===== src/rtl/rr_arb_pkg.sv =====
// Shared constants and FSM encoding for the 16-way round-robin arbiter.
// Latency: n/a (declarations only). Backpressure: n/a.
package rr_arb_pkg;

    localparam int N_REQ = 16;
    localparam int IDX_W = 4;

    localparam logic [1:0] S_IDLE  = 2'd0;
    localparam logic [1:0] S_GRANT = 2'd1;
    localparam logic [1:0] S_GAP   = 2'd2;

    typedef enum logic [1:0] {
        ST_IDLE  = S_IDLE,
        ST_GRANT = S_GRANT,
        ST_GAP   = S_GAP
    } state_t;

endpackage


===== src/rtl/onehot_dec_4x16.sv =====
// Active-high 4-to-16 decoder with enable; all outputs low when disabled.
// Latency: purely combinational. Backpressure: none.
module onehot_dec_4x16
    import rr_arb_pkg::*;
(
    input  logic             en,
    input  logic [IDX_W-1:0] a,
    output logic [N_REQ-1:0] d
);

    always_comb begin
        d = '0;
        if (en) begin
            d[a] = 1'b1;
        end
    end

endmodule


===== src/rtl/rr_arbiter_16.sv =====
// Round-robin arbiter for 16 requesters, IDLE -> GRANT -> GAP FSM; RR_TIMEOUT_EN adds a hold limit.
// Latency: req seen at edge k gives grant after edge k. Backpressure: owner holds until req drops, rel, or timeout.
module rr_arbiter_16
    import rr_arb_pkg::*;
#(
    parameter int MAX_HOLD = 15,
    parameter int HOLD_W   = 8
)
(
    input  logic             clk,
    input  logic             rst,
    input  logic [N_REQ-1:0] req,
    input  logic             rel,
    output logic [N_REQ-1:0] gnt,
    output logic [IDX_W-1:0] gnt_idx,
    output logic             gnt_valid,
    output logic             busy
);

    if (MAX_HOLD < 1 || MAX_HOLD > 255 || MAX_HOLD > (2**HOLD_W) - 1) begin : g_cfg_err
        $error("rr_arbiter_16: MAX_HOLD out of range for HOLD_W");
    end

    state_t           state_q, state_d;
    logic [IDX_W-1:0] ptr_q, ptr_d;
    logic [IDX_W-1:0] idx_d;
    logic             vld_d;
    logic             scan_hit;
    logic [IDX_W-1:0] scan_idx;
    logic [IDX_W-1:0] cand;
    logic             grant_end;
    logic             timeout;

    // First set request at or after ptr, wrapping modulo 16.
    always_comb begin
        scan_hit = 1'b0;
        scan_idx = '0;
        cand     = '0;
        for (int i = 0; i < N_REQ; i++) begin
            cand = ptr_q + IDX_W'(i);
            if (!scan_hit && req[cand]) begin
                scan_hit = 1'b1;
                scan_idx = cand;
            end
        end
    end

`ifdef RR_TIMEOUT_EN
    logic [HOLD_W-1:0] hold_cnt;

    always_ff @(posedge clk or posedge rst) begin
        if (rst) begin
            hold_cnt <= '0;
        end else if (state_q == ST_GRANT && !grant_end) begin
            hold_cnt <= hold_cnt + HOLD_W'(1);
        end else begin
            hold_cnt <= '0;
        end
    end

    assign timeout = (state_q == ST_GRANT) && (hold_cnt == HOLD_W'(MAX_HOLD - 1));
`else
    assign timeout = 1'b0;
`endif

    assign grant_end = (state_q == ST_GRANT) && (!req[gnt_idx] || rel || timeout);

    always_comb begin
        state_d = state_q;
        ptr_d   = ptr_q;
        idx_d   = gnt_idx;
        vld_d   = gnt_valid;
        case (state_q)
            ST_IDLE: begin
                if (scan_hit) begin
                    state_d = ST_GRANT;
                    idx_d   = scan_idx;
                    vld_d   = 1'b1;
                end
            end
            ST_GRANT: begin
                if (grant_end) begin
                    state_d = ST_GAP;
                    ptr_d   = gnt_idx + IDX_W'(1);
                    idx_d   = '0;
                    vld_d   = 1'b0;
                end
            end
            ST_GAP: begin
                state_d = ST_IDLE;
            end
            default: begin
                state_d = ST_IDLE;
                idx_d   = '0;
                vld_d   = 1'b0;
            end
        endcase
    end

    always_ff @(posedge clk or posedge rst) begin
        if (rst) begin
            state_q   <= ST_IDLE;
            ptr_q     <= '0;
            gnt_idx   <= '0;
            gnt_valid <= 1'b0;
        end else begin
            state_q   <= state_d;
            ptr_q     <= ptr_d;
            gnt_idx   <= idx_d;
            gnt_valid <= vld_d;
        end
    end

    assign busy = (state_q != ST_IDLE);

    onehot_dec_4x16 u_dec (
        .en (gnt_valid),
        .a  (gnt_idx),
        .d  (gnt)
    );

endmodule


===== config.mk =====
export PLATFORM = sky130hd
export DESIGN_NAME = rr_arbiter_16
export DESIGN_NICKNAME = d
export VERILOG_FILES = /design/src/rtl/rr_arb_pkg.sv /design/src/rtl/onehot_dec_4x16.sv /design/src/rtl/rr_arbiter_16.sv
export SDC_FILE = /design/constraint.sdc
export NUM_CORES = 1
export LEC_CHECK = 0
export CORE_ASPECT_RATIO = 1.2
export CORE_UTILIZATION = 35
export CTS_BUF_LIST = sky130_fd_sc_hd__clkbuf_8
export CTS_CLUSTER_SIZE = 10
export DETAILED_ROUTE_END_ITERATION = 16
export HOLD_SLACK_MARGIN = 0.15
export SLEW_MARGIN = 5
export SYNTH_ARGS = -nofsm -noshare
export SYNTH_HDL_FRONTEND = slang
export SYNTH_SLANG_ARGS = --single-unit
export TNS_END_PERCENT = 1

===== constraint.sdc =====
create_clock -name clk -period 4.2 [get_ports clk]
set_input_delay 0.42 -clock clk [delete_from_list [all_inputs] [get_ports clk]]
set_output_delay 0.42 -clock clk [all_outputs]
set_load 0.01 [all_outputs]

==> results of run 1 <==
==> cells in the mapped netlist, drive strengths merged, types with 3 or more instances <==
master  instances  area (µm²)
a211oi          3        22.5
a21boi          3        22.5
a21oi          17        85.1
a31oi           3        25.0
and2           12        75.1
and3            5        31.3
buf             8        52.6
clkbuf         12        45.0
dfrtp          11         275
ha             11         138
inv            12        45.0
mux2           23         267
mux2i          27         270
mux4           27         612
nand2          28         105
nand2b          3        18.8
nand3           3        15.0
nor2           22        82.6
nor2b           3        18.8
nor3            6        30.0
nor3b           3        22.5
o211ai          3        22.5
o21ai          17        85.1
o221ai          5        43.8
o22ai           3        18.8
o31ai           3        22.5
xnor2          10        87.6
xor2            4        35.0
==> stage by stage <==
step	std cells	setup slack, ns	instance area [µm²]	hold slack (ns)	utilization
6_report	462	0.269	3520	0.484	0.449
5_1_grt	462	0.0234	3520	0.562	0.449
4_1_cts	462	0.264	3520	0.504	0.449
3_5_place_dp	458	0.257	3480	0.585	0.443
3_3_place_gp	458	0.335	3480	0.592	0.443
2_1_floorplan	322	0.0333	2880	0.272	-
==> critical path, cell delays in order, from the launching register on <==
cell	delay, ns
sky130_fd_sc_hd__dfrtp_1	0.42
sky130_fd_sc_hd__inv_1	0.10
sky130_fd_sc_hd__ha_1	0.45
sky130_fd_sc_hd__buf_4	0.22
sky130_fd_sc_hd__mux4_2	0.57
sky130_fd_sc_hd__mux2_4	0.32
sky130_fd_sc_hd__or4b_1	0.73
sky130_fd_sc_hd__a2111oi_0	0.36
sky130_fd_sc_hd__a32oi_1	0.10
sky130_fd_sc_hd__o311ai_0	0.33
sky130_fd_sc_hd__o311ai_1	0.16
==> final cells by class <==
type | instances | area, µm² | share of cell area
tap | 92 | 115 | 0.0327
clock buffer | 3 | 41.3 | 0.0117
timing repair buffer | 64 | 581 | 0.165
inverter | 14 | 52.6 | 0.0149
multi-input combinational | 277 | 2450 | 0.697
clock inverter | 1 | 3.75 | 0.00107
sequential | 11 | 275 | 0.0782
==> per-layer routing <==
metal / vias up / track usage
met5: - / 0
li1: 1348 / -
met3: 34 / 0.0130
met2: 133 / 0.406
met1: 1424 / 0.288
met4: 0 / 0.0991
==> kinds of logic after synthesis <==
group                      share of synthesized area
buffers and inverters                         0.0522
AOI/OAI and AO/OA                              0.196
and+or+nand+nor                                0.167
xor gates and xnor gates                      0.0426
DFF                                           0.0957
adders and majority gates                     0.0478
muxes                                          0.399
==> sequential cells by signal, indices dropped and copies added, names as in the netlist <==
register,count
gnt_idx,4
gnt_valid,1
ptr_q,4
state_q,2
==> how the worst max path moves through the flow <==
stage,cells past startpoint,start,end
CTS,10,ptr_q[0],gnt_idx[1]
global placement,9,req[4],gnt_idx[1]
floorplan,14,ptr_q[1],gnt_idx[1]
global route,10,ptr_q[0],gnt_idx[1]
finish,10,ptr_q[0],gnt_idx[1]
detailed placement,10,ptr_q[0],gnt_idx[1]
==> flow_summary.html, run 1 <==
<table>
<tr><th>Metric</th><th>Value</th></tr>
<tr><th colspan="2">Run status</th></tr>
<tr><td>Run status</td><td>finished, final reports clean</td></tr>
<tr><th colspan="2">Die</th></tr>
<tr><td>Initial core utilization</td><td>0.367</td></tr>
<tr><td>Io pins</td><td>41</td></tr>
<tr><td>Horizontal die dimension</td><td>84.8 µm</td></tr>
<tr><td>Core Box Area</td><td>7840 µm²</td></tr>
<tr><td>Full die area</td><td>8590 µm²</td></tr>
<tr><td>Vertical die dimension</td><td>101 µm</td></tr>
<tr><td>Cell row count</td><td>35</td></tr>
<tr><th colspan="2">Route</th></tr>
<tr><td>Aggregate routed wire length</td><td>9.26 mm</td></tr>
<tr><td>Number of vias per cell</td><td>6.36</td></tr>
<tr><td>Wire length the detailed router placed on met1</td><td>3.78 mm</td></tr>
<tr><td>Top routing layer used</td><td>met4</td></tr>
<tr><td>First-pass iteration count of the detailed router</td><td>7</td></tr>
<tr><td>Via Count</td><td>2,939</td></tr>
<tr><td>Met2 wirelength from detailed routing</td><td>4.66 mm</td></tr>
<tr><td>Detailed Route Iter0 Violations</td><td>159</td></tr>
<tr><td>Average routed wire per standard cell</td><td>20.0 µm</td></tr>
<tr><td>DRC violation count after routing</td><td>0</td></tr>
<tr><td>Post-route antenna net violation count</td><td>0</td></tr>
<tr><td>Total length of routed met3 wires</td><td>454 µm</td></tr>
<tr><th colspan="2">Critical path</th></tr>
<tr><td>Category of the critical setup timing path</td><td>flop to flop</td></tr>
<tr><td>Launching point of the worst reg2reg path</td><td>ptr_q[0]</td></tr>
<tr><td>Arrival time at the worst endpoint</td><td>4.02 ns</td></tr>
<tr><td>Biggest fanout along the worst timing path</td><td>10</td></tr>
<tr><td>Register-to-register setup slack</td><td>0.27 ns</td></tr>
<tr><td>R2R cell count</td><td>10</td></tr>
<tr><td>Worst path required time</td><td>4.29 ns</td></tr>
<tr><td>Critical Path Sink Type</td><td>flop</td></tr>
<tr><td>Type of origin of the critical path</td><td>flop</td></tr>
<tr><td>Worst reg2reg endpoint</td><td>gnt_idx[1]</td></tr>
<tr><th colspan="2">Clock network</th></tr>
<tr><td>Maximum buffer depth of the clock tree</td><td>2</td></tr>
<tr><td>H-tree depth</td><td>1</td></tr>
<tr><td>Clock Root Buffer</td><td>sky130_fd_sc_hd__clkbuf_8</td></tr>
<tr><td>Post-CTS setup-driven buffer insertion count</td><td>0</td></tr>
<tr><td>Number of CTS-inserted buffers</td><td>3</td></tr>
<tr><td>Post-CTS Hold Fix Bufs</td><td>0</td></tr>
<tr><td>CTS sink cnt</td><td>11</td></tr>
<tr><td>Clk_lat worst skew</td><td>0.23 ns</td></tr>
<tr><td>Resize count post-CTS</td><td>0</td></tr>
<tr><td>Clock transition at the registers of the reported paths</td><td>0.05 ns</td></tr>
<tr><td>Clock tree from TritonCTS</td><td>done</td></tr>
<tr><th colspan="2">STA</th></tr>
<tr><td>Number of setup violations in the final report</td><td>0</td></tr>
<tr><td>Highest clock rate</td><td>0.254 GHz</td></tr>
<tr><td>Count of endpoints failing hold in the final timing report</td><td>0</td></tr>
<tr><td>Tightest slew margin relative to the limit</td><td>0.540</td></tr>
<tr><td>Slew Viols, Final</td><td>0</td></tr>
<tr><td>Final setup skew</td><td>0.00489 ns</td></tr>
<tr><td>Unrepaired setup endpoints after global routing</td><td>no</td></tr>
<tr><td>Worst Tran Pin Value</td><td>0.671 ns</td></tr>
<tr><td>Total Neg Setup Slack</td><td>0 ns</td></tr>
<tr><td>Final cycle utilization of the critical path</td><td>0.936</td></tr>
<tr><td>Min cycle time layout</td><td>3.93 ns</td></tr>
<tr><th colspan="2">Global route</th></tr>
<tr><td>Number of global-route vias before repair</td><td>2,921</td></tr>
<tr><td>Pin count of the biggest net entering global routing</td><td>20</td></tr>
<tr><td>GRT Overall Usage</td><td>0.228</td></tr>
<tr><td>Antenna violations before repair</td><td>0</td></tr>
<tr><td>Wire length of the first global-routing pass</td><td>15.4 mm</td></tr>
<tr><td>GRT overflow</td><td>0</td></tr>
<tr><th colspan="2">Cells and area</th></tr>
<tr><td>Most common cell after layout, fill and taps aside</td><td>sky130_fd_sc_hd__clkdlybuf4s50_1</td></tr>
<tr><td>Inserted Diodes</td><td>0</td></tr>
<tr><td>Number of nets in the layout</td><td>401</td></tr>
<tr><td>Signed area change from the synthesized netlist to the final layout</td><td>22.3%</td></tr>
<tr><td>Most frequent cells in the layout</td><td>sky130_fd_sc_hd__clkdlybuf4s50_1 (40), sky130_fd_sc_hd__nand2_1 (28), sky130_fd_sc_hd__mux2i_1 (27), sky130_fd_sc_hd__mux4_2 (26), sky130_fd_sc_hd__buf_4 (24)</td></tr>
<tr><td>Ratio of cells with drive above 1 in the final layout</td><td>0.214</td></tr>
<tr><td>Fill cell instance count of the final layout</td><td>750</td></tr>
<tr><th colspan="2">Flow run</th></tr>
<tr><td>Max capacitance violation total</td><td>0</td></tr>
<tr><th colspan="2">Synth</th></tr>
<tr><td>Library cells used by synthesis</td><td>58</td></tr>
<tr><td>Number of enable-type register cells in the synthesized netlist</td><td>0</td></tr>
<tr><td>Proportion of register bits with asynchronous set or reset after synthesis</td><td>1.00</td></tr>
<tr><td>Synth Flop Type</td><td>sky130_fd_sc_hd__dfrtp_1</td></tr>
<tr><td>Flop and latch count out of synthesis</td><td>11</td></tr>
<tr><td>Number of warnings issued by yosys</td><td>0</td></tr>
<tr><td>Synth Cell Area</td><td>2880 µm²</td></tr>
<tr><td>Sequential share of the synthesized area</td><td>0.0957</td></tr>
<tr><td>Synthesized area per cell</td><td>8.94 µm²</td></tr>
<tr><td>Net Count, Synth</td><td>352</td></tr>
<tr><td>Cells after synthesis</td><td>322</td></tr>
<tr><th colspan="2">Placed design</th></tr>
<tr><td>Half-perimeter wire length of the detailed placement result</td><td>7.58 mm</td></tr>
<tr><td>Count of input and output buffers</td><td>40</td></tr>
<tr><td>Placer's final routability congestion estimate</td><td>0.980</td></tr>
<tr><th colspan="2">Hold path</th></tr>
<tr><td>Worst min-delay path class</td><td>primary input to async pin</td></tr>
</table>
Power of run 1 is left out: the tool's default activity adds up to more than one toggle a clock period on the data nets, which glitch-free logic cannot reach.
==> inputs of run 2 (changes only) <==
Settings changed: REMOVE_ABC_BUFFERS from default to 1.
==> flow_summary.html, run 2 (synthesis results as in run 1) <==
<table>
<tr><th>Metric</th><th>Value</th></tr>
<tr><th colspan="2">Hold path</th></tr>
<tr><td>Worst min-delay path class</td><td>primary input to async pin</td></tr>
<tr><th colspan="2">STA</th></tr>
<tr><td>Unrepaired setup endpoints after global routing</td><td>no</td></tr>
<tr><td>Min cycle time layout</td><td>3.83 ns</td></tr>
<tr><td>Worst Tran Pin Value</td><td>0.757 ns</td></tr>
<tr><td>Highest clock rate</td><td>0.261 GHz</td></tr>
<tr><td>Final cycle utilization of the critical path</td><td>0.912</td></tr>
<tr><td>Slew Viols, Final</td><td>0</td></tr>
<tr><td>Fin Hold WS</td><td>0.478 ns</td></tr>
<tr><td>Final setup skew</td><td>0.0118 ns</td></tr>
<tr><td>Number of setup violations in the final report</td><td>0</td></tr>
<tr><td>Tightest slew margin relative to the limit</td><td>0.481</td></tr>
<tr><td>Count of endpoints failing hold in the final timing report</td><td>0</td></tr>
<tr><th colspan="2">Cells and area</th></tr>
<tr><td>Most common cell after layout, fill and taps aside</td><td>sky130_fd_sc_hd__clkdlybuf4s50_1</td></tr>
<tr><td>Ratio of cells with drive above 1 in the final layout</td><td>0.213</td></tr>
<tr><td>Most frequent cells in the layout</td><td>sky130_fd_sc_hd__clkdlybuf4s50_1 (40), sky130_fd_sc_hd__nand2_1 (28), sky130_fd_sc_hd__mux2i_1 (27), sky130_fd_sc_hd__mux4_2 (26), sky130_fd_sc_hd__nor2_1 (22)</td></tr>
<tr><td>Registers with the highest flip-flop counts</td><td>gnt_idx: 4 flops, ptr_q: 4 flops, state_q: 2 flops</td></tr>
<tr><td>Number of nets in the layout</td><td>398</td></tr>
<tr><td>Signed area change from the synthesized netlist to the final layout</td><td>21.9%</td></tr>
<tr><td>Fill cell instance count of the final layout</td><td>752</td></tr>
<tr><td>Inserted Diodes</td><td>0</td></tr>
<tr><th colspan="2">Run status</th></tr>
<tr><td>Run status</td><td>finished, final reports clean</td></tr>
<tr><th colspan="2">Critical path</th></tr>
<tr><td>Register-to-register setup slack</td><td>0.37 ns</td></tr>
<tr><td>CP peak stage delay</td><td>0.62 ns</td></tr>
<tr><td>Category of the critical setup timing path</td><td>flop to flop</td></tr>
<tr><td>Critical Path Sink Type</td><td>flop</td></tr>
<tr><td>Worst reg2reg endpoint</td><td>gnt_idx[1]</td></tr>
<tr><td>CP top delay family</td><td>compound AO/OA/AOI/OAI gates</td></tr>
<tr><td>Worst path required time</td><td>4.30 ns</td></tr>
<tr><td>Worst-path cell chain</td><td>inv_1 &gt; ha_1 &gt; buf_4 &gt; mux4_2 &gt; mux2_4 &gt; or4b_4 &gt; a2111oi_1 &gt; a32oi_1 &gt; o311ai_0 &gt; o311ai_1</td></tr>
<tr><td>Type of origin of the critical path</td><td>flop</td></tr>
<tr><td>Launching point of the worst reg2reg path</td><td>ptr_q[0]</td></tr>
<tr><td>Cell type of the slowest stage on the worst timing path</td><td>sky130_fd_sc_hd__or4b_4</td></tr>
<tr><td>Arrival time at the worst endpoint</td><td>3.93 ns</td></tr>
<tr><td>Biggest fanout along the worst timing path</td><td>14</td></tr>
<tr><td>Worst path buffer plus inverter count</td><td>2</td></tr>
<tr><td>R2R cell count</td><td>10</td></tr>
<tr><th colspan="2">Route</th></tr>
<tr><td>Post-route antenna net violation count</td><td>0</td></tr>
<tr><td>Number of vias per cell</td><td>6.33</td></tr>
<tr><td>Detailed Route Iter0 Violations</td><td>244</td></tr>
<tr><td>Aggregate routed wire length</td><td>9.75 mm</td></tr>
<tr><td>Via Count</td><td>2,905</td></tr>
<tr><td>Average routed wire per standard cell</td><td>21.2 µm</td></tr>
<tr><td>First-pass iteration count of the detailed router</td><td>6</td></tr>
<tr><td>DRC violation count after routing</td><td>0</td></tr>
<tr><th colspan="2">Global route</th></tr>
<tr><td>Wire length of the first global-routing pass</td><td>15.2 mm</td></tr>
<tr><td>Met2 usage</td><td>0.407</td></tr>
<tr><td>GR Util met3</td><td>0.0277</td></tr>
<tr><td>Antenna violations before repair</td><td>0</td></tr>
<tr><td>GRT overflow</td><td>0</td></tr>
<tr><td>Pin count of the biggest net entering global routing</td><td>18</td></tr>
<tr><td>Most congested layer reported by global routing</td><td>met2</td></tr>
<tr><td>Number of global-route vias before repair</td><td>2,772</td></tr>
<tr><td>GRT Overall Usage</td><td>0.229</td></tr>
<tr><td>Global routing met1 resource utilization</td><td>0.278</td></tr>
<tr><th colspan="2">Placed design</th></tr>
<tr><td>Count of input and output buffers</td><td>40</td></tr>
<tr><td>Half-perimeter wire length of the detailed placement result</td><td>7.86 mm</td></tr>
<tr><td>Placer's final routability congestion estimate</td><td>0.998</td></tr>
<tr><th colspan="2">Die</th></tr>
<tr><td>Io pins</td><td>41</td></tr>
<tr><td>Core Box Area</td><td>7840 µm²</td></tr>
<tr><td>Initial core utilization</td><td>0.367</td></tr>
<tr><td>Cell row count</td><td>35</td></tr>
<tr><td>Full die area</td><td>8590 µm²</td></tr>
<tr><td>Vertical die dimension</td><td>101 µm</td></tr>
<tr><td>Horizontal die dimension</td><td>84.8 µm</td></tr>
<tr><th colspan="2">Clock network</th></tr>
<tr><td>Post-CTS Hold Fix Bufs</td><td>0</td></tr>
<tr><td>Clock Root Buffer</td><td>sky130_fd_sc_hd__clkbuf_8</td></tr>
<tr><td>H-tree depth</td><td>1</td></tr>
<tr><td>Number of CTS-inserted buffers</td><td>3</td></tr>
<tr><td>CTS sink cnt</td><td>11</td></tr>
<tr><td>Resize count post-CTS</td><td>0</td></tr>
<tr><td>Clk_lat worst skew</td><td>0.25 ns</td></tr>
<tr><td>Post-CTS setup-driven buffer insertion count</td><td>0</td></tr>
<tr><td>Clock tree from TritonCTS</td><td>done</td></tr>
<tr><td>Clock transition at the registers of the reported paths</td><td>0.06 ns</td></tr>
<tr><td>Maximum buffer depth of the clock tree</td><td>2</td></tr>
<tr><th colspan="2">Flow run</th></tr>
<tr><td>Max capacitance violation total</td><td>0</td></tr>
</table>
run 2: worst register-to-register path, stage by stage, from the launching register on:
cell and delay [ns]:
sky130_fd_sc_hd__dfrtp_1 0.36, sky130_fd_sc_hd__inv_1 0.11, sky130_fd_sc_hd__ha_1 0.40, sky130_fd_sc_hd__buf_4 0.29, sky130_fd_sc_hd__mux4_2 0.60, sky130_fd_sc_hd__mux2_4 0.33
sky130_fd_sc_hd__or4b_4 0.62, sky130_fd_sc_hd__a2111oi_1 0.33, sky130_fd_sc_hd__a32oi_1 0.11, sky130_fd_sc_hd__o311ai_0 0.37, sky130_fd_sc_hd__o311ai_1 0.17
run 2: worst max-delay path by stage:
stage,startpoint,endpoint,slack (ns),cells after the start
after floorplan,ptr_q[0],gnt_idx[1],-0.55,10
after global placement,req[4],gnt_idx[1],0.33,9
after detailed placement,req[7],gnt_idx[1],0.20,9
after CTS,ptr_q[0],gnt_idx[1],0.25,10
after global routing,ptr_q[0],gnt_idx[1],0.14,10
final,ptr_q[0],gnt_idx[1],0.37,10
run 2: final cells by class:
cell class	count	area, µm²	share of cell area
multi-input cells	277	2460	0.701
repair buffers	61	558	0.159
inverters	14	56.3	0.0161
clock buffers	3	41.3	0.0118
clock inverters	1	3.75	0.00107
flip-flops and latches	11	275	0.0785
well taps	92	115	0.0328
run 2: metal layers:
layer | up-vias | part of all wire
met5 | - | 0
met4 | 0 | 0.044
met3 | 36 | 0.041
met2 | 111 | 0.49
met1 | 1411 | 0.42
li1 | 1347 | -
run 2: through the flow:
step	utilization	instance area [µm²]	std cells	setup TNS [ns]	setup slack, ns
global placement	0.441	3450	455	0	0.327
global route	0.447	3510	459	0	0.142
finish	0.447	3510	459	0	0.370
CTS	0.446	3500	459	0	0.249
floorplan	-	2780	302	-2.62	-0.547
detailed placement	0.441	3450	455	0	0.198
Power of run 2 is left out for the same reason.
